### src/rtl/sevseg_scan_capture_pkg.sv
// Shared 7-segment definitions: active-low glyph patterns, anode idle value,
// capture FSM states and a one-hot-low anode check.
package sevseg_pkg;

  localparam logic [6:0] SEG_0 = 7'b1000000;
  localparam logic [6:0] SEG_1 = 7'b1111001;
  localparam logic [6:0] SEG_2 = 7'b0100100;
  localparam logic [6:0] SEG_3 = 7'b0110000;
  localparam logic [6:0] SEG_4 = 7'b0011001;
  localparam logic [6:0] SEG_5 = 7'b0010010;
  localparam logic [6:0] SEG_6 = 7'b0000010;
  localparam logic [6:0] SEG_7 = 7'b1111000;
  localparam logic [6:0] SEG_8 = 7'b0000000;
  localparam logic [6:0] SEG_9 = 7'b0010000;
  localparam logic [6:0] SEG_A = 7'b0001000;
  localparam logic [6:0] SEG_B = 7'b0000011;
  localparam logic [6:0] SEG_C = 7'b1000110;
  localparam logic [6:0] SEG_D = 7'b0100001;
  localparam logic [6:0] SEG_E = 7'b0000110;
  localparam logic [6:0] SEG_F = 7'b0001110;

  localparam logic [7:0] ANODE_OFF = 8'hFF;
  localparam logic [6:0] SEG_OFF   = 7'h7F;

  typedef enum logic [1:0] {IDLE, SETTLE, CAPTURED} state_t;

  // True when exactly one anode enable is driven low.
  function automatic logic single_anode(input logic [7:0] en_n);
    logic [7:0] a;
    a = ~en_n;
    return (a != 8'd0) && ((a & (a - 8'd1)) == 8'd0);
  endfunction

endpackage

### src/rtl/sevseg_scan_capture_if.sv
// Display-side bus: raw anode/segment lines in, rebuilt frame and flags out.
interface sevseg_scan_capture_if;
  logic [6:0]  disp;
  logic [7:0]  en;
  logic [31:0] value;
  logic [7:0]  dig_valid;
  logic        frame_done;
  logic        seg_err;
  logic        stale;

  modport master (output disp, en,
                  input  value, dig_valid, frame_done, seg_err, stale);
  modport slave  (input  disp, en,
                  output value, dig_valid, frame_done, seg_err, stale);
endinterface

### src/rtl/sevseg_scan_capture_pattern_decode.sv
// Maps an active-low segment pattern back to its hex nibble; exact match only.
module sevseg_pattern_decode
  import sevseg_pkg::*;
(
  input  logic [6:0] disp_i,
  output logic       hit_o,
  output logic [3:0] nib_o
);

  // Table lookup; anything not in the glyph set is a miss.
  always_comb begin
    hit_o = 1'b1;
    nib_o = 4'h0;
    case (disp_i)
      SEG_0:   nib_o = 4'h0;
      SEG_1:   nib_o = 4'h1;
      SEG_2:   nib_o = 4'h2;
      SEG_3:   nib_o = 4'h3;
      SEG_4:   nib_o = 4'h4;
      SEG_5:   nib_o = 4'h5;
      SEG_6:   nib_o = 4'h6;
      SEG_7:   nib_o = 4'h7;
      SEG_8:   nib_o = 4'h8;
      SEG_9:   nib_o = 4'h9;
      SEG_A:   nib_o = 4'hA;
      SEG_B:   nib_o = 4'hB;
      SEG_C:   nib_o = 4'hC;
      SEG_D:   nib_o = 4'hD;
      SEG_E:   nib_o = 4'hE;
      SEG_F:   nib_o = 4'hF;
      default: hit_o = 1'b0;
    endcase
  end

endmodule

### src/rtl/sevseg_scan_capture.sv
// Receive side of a multiplexed 7-segment display: synchronises the pins,
// waits for each digit to settle, decodes it into a shadow frame and publishes
// the frame once every masked digit has been seen.
module sevseg_scan_capture
  import sevseg_pkg::*;
#(
  parameter int         SETTLE_CYC  = 16,
  parameter int         TIMEOUT_CYC = 2_000_000,
  parameter logic [7:0] DIGIT_MASK  = 8'hFF
) (
  input  logic                  CLK100MHZ,
  input  logic                  CPU_RESETN,
  sevseg_scan_capture_if.slave  bus
);

  localparam int          CNT_W  = $clog2(SETTLE_CYC + 1);
  localparam int          TO_W   = $clog2(TIMEOUT_CYC + 1);
  localparam logic [14:0] IN_RST = {ANODE_OFF, SEG_OFF};

  logic [14:0]      sync1_q, sync_q, prev_q;
  logic [7:0]       dig_sel;
  logic             single, chg, smp, hit, frame_pub;
  logic [3:0]       nib;
  state_t           state_q, state_d;
  logic [CNT_W-1:0] cnt_q, cnt_d;
  logic [7:0][3:0]  shadow_q, shadow_d, value_q;
  logic [7:0]       ok_q, ok_d, seen_q, seen_d, dv_q;
  logic             fd_q, err_q;
  logic [TO_W-1:0]  to_q;

  // Two-flop synchronisers on {en,disp}, plus last synced value for change detect.
  always_ff @(posedge CLK100MHZ or negedge CPU_RESETN) begin
    if (!CPU_RESETN) begin
      sync1_q <= IN_RST;
      sync_q  <= IN_RST;
      prev_q  <= IN_RST;
    end else begin
      sync1_q <= {bus.en, bus.disp};
      sync_q  <= sync1_q;
      prev_q  <= sync_q;
    end
  end

  assign dig_sel = ~sync_q[14:7];
  assign single  = single_anode(sync_q[14:7]);
  assign chg     = (sync_q != prev_q);

  sevseg_pattern_decode u_dec (
    .disp_i (sync_q[6:0]),
    .hit_o  (hit),
    .nib_o  (nib)
  );

  // State and settle counter registers.
  always_ff @(posedge CLK100MHZ or negedge CPU_RESETN) begin
    if (!CPU_RESETN) begin
      state_q <= IDLE;
      cnt_q   <= '0;
    end else begin
      state_q <= state_d;
      cnt_q   <= cnt_d;
    end
  end

  // Dwell tracking: count stable cycles, take exactly one sample per dwell.
  always_comb begin
    state_d = state_q;
    cnt_d   = cnt_q;
    smp     = 1'b0;
    case (state_q)
      IDLE: begin
        if (single) begin
          state_d = SETTLE;
          cnt_d   = CNT_W'(1);
        end
      end
      SETTLE: begin
        if (chg) begin
          if (!single) state_d = IDLE;
          else         cnt_d   = CNT_W'(1);
        end else if (cnt_q == CNT_W'(SETTLE_CYC)) begin
          smp     = 1'b1;
          state_d = CAPTURED;
        end else begin
          cnt_d = cnt_q + CNT_W'(1);
        end
      end
      CAPTURED: begin
        if (chg) begin
          state_d = single ? SETTLE : IDLE;
          cnt_d   = CNT_W'(1);
        end
      end
      default: state_d = IDLE;
    endcase
  end

  // Shadow update; the seen clear on publish happens before this cycle's sample is ORed in.
  always_comb begin
    frame_pub = ((seen_q & DIGIT_MASK) == DIGIT_MASK);
    shadow_d  = shadow_q;
    ok_d      = ok_q;
    seen_d    = frame_pub ? 8'd0 : seen_q;
    if (smp) seen_d = seen_d | dig_sel;
    for (int i = 0; i < 8; i++) begin
      if (smp && dig_sel[i]) begin
        ok_d[i] = hit;
        if (hit) shadow_d[i] = nib;
      end
    end
  end

  // Shadow frame, publish registers and one-cycle status pulses.
  always_ff @(posedge CLK100MHZ or negedge CPU_RESETN) begin
    if (!CPU_RESETN) begin
      shadow_q <= '0;
      ok_q     <= '0;
      seen_q   <= '0;
      value_q  <= '0;
      dv_q     <= '0;
      fd_q     <= 1'b0;
      err_q    <= 1'b0;
    end else begin
      shadow_q <= shadow_d;
      ok_q     <= ok_d;
      seen_q   <= seen_d;
      fd_q     <= frame_pub;
      err_q    <= smp & ~hit;
      if (frame_pub) begin
        value_q <= shadow_q;
        dv_q    <= ok_q & DIGIT_MASK;
      end
    end
  end

  // Staleness counter: reloads only on a recognised sample, saturates rather than wraps.
  always_ff @(posedge CLK100MHZ or negedge CPU_RESETN) begin
    if (!CPU_RESETN)                      to_q <= TO_W'(TIMEOUT_CYC);
    else if (smp && hit)                  to_q <= '0;
    else if (to_q != TO_W'(TIMEOUT_CYC))  to_q <= to_q + TO_W'(1);
  end

  assign bus.value      = value_q;
  assign bus.dig_valid  = dv_q;
  assign bus.frame_done = fd_q;
  assign bus.seg_err    = err_q;
  assign bus.stale      = (to_q == TO_W'(TIMEOUT_CYC));

endmodule

### src/flat_wrapper.sv
// flat-port wrapper written by rule: the top's interface ports become plain ports
module sevseg_scan_capture_flat import sevseg_pkg::*;
#(
  parameter int         SETTLE_CYC  = 16,
  parameter int         TIMEOUT_CYC = 2_000_000,
  parameter logic [7:0] DIGIT_MASK  = 8'hFF
)
  (CLK100MHZ, CPU_RESETN, bus_disp, bus_en, bus_value, bus_dig_valid, bus_frame_done, bus_seg_err, bus_stale);
  sevseg_scan_capture_if bus_i ();
  input  logic CLK100MHZ;
  input  logic CPU_RESETN;
  input wire logic [$bits(bus_i.disp)-1:0] bus_disp;
  input wire logic [$bits(bus_i.en)-1:0] bus_en;
  output wire logic [$bits(bus_i.value)-1:0] bus_value;
  output wire logic [$bits(bus_i.dig_valid)-1:0] bus_dig_valid;
  output wire logic [$bits(bus_i.frame_done)-1:0] bus_frame_done;
  output wire logic [$bits(bus_i.seg_err)-1:0] bus_seg_err;
  output wire logic [$bits(bus_i.stale)-1:0] bus_stale;
  assign bus_i.disp = bus_disp;
  assign bus_i.en = bus_en;
  assign bus_value = bus_i.value;
  assign bus_dig_valid = bus_i.dig_valid;
  assign bus_frame_done = bus_i.frame_done;
  assign bus_seg_err = bus_i.seg_err;
  assign bus_stale = bus_i.stale;
  sevseg_scan_capture #(.SETTLE_CYC(SETTLE_CYC), .TIMEOUT_CYC(TIMEOUT_CYC), .DIGIT_MASK(DIGIT_MASK)) u_core (.CLK100MHZ(CLK100MHZ), .CPU_RESETN(CPU_RESETN), .bus(bus_i));
endmodule
### config.mk
export PLATFORM = sky130hd
export DESIGN_NAME = sevseg_scan_capture_flat
export DESIGN_NICKNAME = d
export VERILOG_FILES = /design/src/rtl/sevseg_scan_capture_pkg.sv /design/src/rtl/sevseg_scan_capture_if.sv /design/src/rtl/sevseg_scan_capture_pattern_decode.sv /design/src/rtl/sevseg_scan_capture.sv /design/src/flat_wrapper.sv
export SDC_FILE = /design/constraint.sdc
export NUM_CORES = 1
export LEC_CHECK = 0
export ABC_AREA = 1
export BUFFER_PORTS_ARGS = -buffer_cell sky130_fd_sc_hd__clkbuf_2
export CELL_PAD_IN_SITES_DETAIL_PLACEMENT = 1
export CELL_PAD_IN_SITES_GLOBAL_PLACEMENT = 2
export CORE_ASPECT_RATIO = 1.2
export CORE_MARGIN = 10
export CORE_UTILIZATION = 25
export CTS_BUF_LIST = sky130_fd_sc_hd__clkbuf_8
export CTS_CLUSTER_SIZE = 20
export DETAILED_ROUTE_END_ITERATION = 6
export PLACE_DENSITY = 0.68
export REMOVE_ABC_BUFFERS = 1
export SLEW_MARGIN = 0
export SYNTH_ARGS = -nofsm -noshare
export SYNTH_HDL_FRONTEND = slang
export SYNTH_SLANG_ARGS = --single-unit
### constraint.sdc
create_clock -name CLK100MHZ -period 2.55 [get_ports CLK100MHZ]
set_input_delay 0.765 -clock CLK100MHZ [delete_from_list [all_inputs] [get_ports CLK100MHZ]]
set_output_delay 0.765 -clock CLK100MHZ [all_outputs]
set_load 0.005 [all_outputs]
==> qor.txt <==
power density relative to cell area -> 616 nW/um^2
leakage power of the design -> 4.31 nW
outcome -> finished clean
post-synthesis sequential area ratio -> 58.4%
total power consumption of the routed design -> 0.00518 W
element type at the critical path end -> output port
Chip Height -> 205 um
largest net degree at the start of global routing -> 57
Critical Path AT -> 1.62 ns
clock buffer depth -> 2
iteration-0 DRC count of the detailed router -> 209
total gr overflow -> 0
Yosys warning count -> 0
most common cell after layout, fill and taps aside -> nand2_1
total of buffers placed on input and output ports -> 59
Cells after Synth -> 810
Final Cycle Share -> 93.3%
antenna violations before repair -> 0
final-report max-slew violation count -> 0
fraction of the core area covered by cells at the end of the flow -> 30.0%
commonest non-fill, non-tap cells in the layout -> nand2_1, dfrtp_1, inv_1, clkbuf_2, nor2_1
layout cells sized above 1 -> 21.5%
final-stage net count -> 908
antenna cells -> 0
CP Cell Sequence -> nand2_1 -> nor3_2 -> nand3_1 -> inv_1 -> clkbuf_2
wire length per cell -> 13.9 um
Post-synth EDFFs -> 0
Clk Latency, worst-skew pair -> 0.46 ns
Tightest Pin Transition -> 0.538 ns
time the worst path needs with I/O delays and setup -> 2.38 ns
number of levels in the clock H-tree -> 4
synthesized area per cell -> 8.76 um^2
slowest CP cell -> dfstp_2
total of flip-flops plus latches after synthesis -> 163
clock transition at the registers of the reported paths -> 0.10 ns
Final Hold Slack -> 0.193 ns
final setup vio count -> 0
floorplan die width -> 174 um
global-route total usage across every layer -> 10.4%
post-route ant nets -> 0
highest achievable clock rate -> 420 MHz
critical path type -> register to output port
via density per instance -> 4.27
class of the most critical hold timing path -> input port to asynchronous set/reset pin
DRC -> 0
Core Region -> 28000 um^2
1st-pass router iterations -> 6
number of distinct library cells after synthesis -> 33
CP Launch Type -> register
area of the die -> 35600 um^2
Slowest Stage Delay on Critical Path -> 0.56 ns
dominant delay contributor by cell family on the critical path -> flip-flops
effective utilization at floorplan -> 25.4%
final weighted congestion in routability-driven placement -> 0.801
share of flip-flops with an asynchronous set or reset -> 100%
P&R area growth vs syn -> 18.4%
CP bufs+invs -> 2
summed negative setup slack over all endpoints -> 0 ns
HPWL after DPL -> 12900 um
clock tree sinks -> 163
setup repair after global routing missed its margin -> no
vias after detailed routing -> 5438
Placement Rows -> 67
Fin Clk Skew -> 0.0206 ns
number of global-route vias before repair -> 5901
normalized max-slew margin -> 63.8%
number of hold violations in the final report -> 0
fill cell count -> 3365
largest driver fanout on the critical path -> 3
Finished Layout Cells -> 1274
max capacitance violation total -> 0
Syn Std Cell Area -> 7100 um^2
CTS buffer count -> 17
worst IR drop on VDD -> 0.000273 V
buffer cell driving the clock tree root -> clkbuf_8
data required time of the worst path -> 1.79 ns
Post-synth top flop -> dfrtp_1
number of I/O pins -> 60
TritonCTS clock tree -> yes
Detailed Route WL -> 17700 um
wire length of the first global-routing pass -> 30500 um
placed cell count -> 1241
==> Yosys cell counts (all sizes together) (3+ instances only) <==
library cell / n / area [um^2]
nand2: 318 / 1200
dfrtp: 111 / 2780
inv: 79 / 297
nor2: 60 / 233
dfstp: 52 / 1370
nand4: 45 / 282
nand3: 34 / 210
o21ai: 19 / 95.1
xor2: 18 / 158
nor3: 15 / 80.1
buf: 14 / 78.8
ha: 9 / 113
o22ai: 8 / 50.1
a21oi: 7 / 38.8
clkbuf: 7 / 26.3
nor4: 3 / 18.8
==> sequential cells by signal (all words and copies together) (netlist names) <==
signal and count:
u_core.bus.dig_valid 8, u_core.bus.frame_done 1, u_core.bus.seg_err 1, u_core.bus.value 32
u_core.cnt_q 5, u_core.ok_q 8, u_core.prev_q 15, u_core.seen_q 8
u_core.shadow_q 32, u_core.state_q 2, u_core.sync1_q 15, u_core.sync_q 15
u_core.to_q 21
==> where the power goes <==
part | total (W) | switching, W | internal (W)
sequential | 0.00271 | 0.0000477 | 0.00266
combinational | 0.000374 | 0.000261 | 0.000114
clock | 0.00209 | 0.00106 | 0.00103
==> kinds of logic after synthesis <==
| group | after synthesis | synth area share [%] |
|---|---|---|
| and+or+nand+nor | 479 | 28.9 |
| adders and majority gates | 9 | 1.59 |
| xor gates and xnor gates | 20 | 2.47 |
| buffers and inverters | 101 | 5.71 |
| DFF | 163 | 58.4 |
| AOI/OAI and AO/OA | 38 | 3.01 |
==> stage by stage <==
stage | area [um^2] | worst slack (ns)
after floorplan | 6990 | -0.485
after global placement | 7960 | 0.271
after detailed placement | 7960 | 0.192
after CTS | 8400 | 0.0807
after global routing | 8410 | 0.00879
final | 8410 | 0.170
==> per-layer routing <==
| layer | global-route usage, % | share of wire [%] |
|---|---|---|
| met1 | 12.6 | 46 |
| met2 | 18.1 | 50 |
| met3 | 2.56 | 3.2 |
| met4 | 2.87 | 0.90 |
| met5 | 0 | 0 |
==> path summary, 6_finish.rpt <==
path	from	end	slack [ns]	depth (start not counted)
min	CPU_RESETN	u_core.bus.value[12]	0.19	1
max in group asynchronous	CPU_RESETN	u_core.to_q[7]	1.57	2
min reg2reg	u_core.sync1_q[2]	u_core.sync_q[2]	0.36	0
max	u_core.to_q[17]	bus_stale	0.17	5
max reg2reg	u_core.sync_q[12]	u_core.ok_q[5]	0.30	12
min in group CLK100MHZ	u_core.sync1_q[2]	u_core.sync_q[2]	0.36	0
==> what timing repair did <==
| action | in CTS | in global routing |
|---|---|---|
| gates resized for setup | 0 | 3 |
| setup buffers | 1 | 0 |
| gates cloned | 0 | 0 |
| setup endpoints to repair | 1 | 2 |
| hold buffers | 0 | 0 |
| pin swaps | 1 | 1 |
==> final cells by class <==
class | count | area (um^2) | area share (%)
clock buffer | 18 | 248 | 2.95
clock inverter | 14 | 186 | 2.22
inverter | 80 | 300 | 3.57
multi-input combinational | 546 | 2560 | 30.5
sequential | 163 | 4140 | 49.3
tap | 379 | 474 | 5.64
timing repair buffer | 74 | 489 | 5.82
Note: power is estimated with default switching activity, not from simulation.
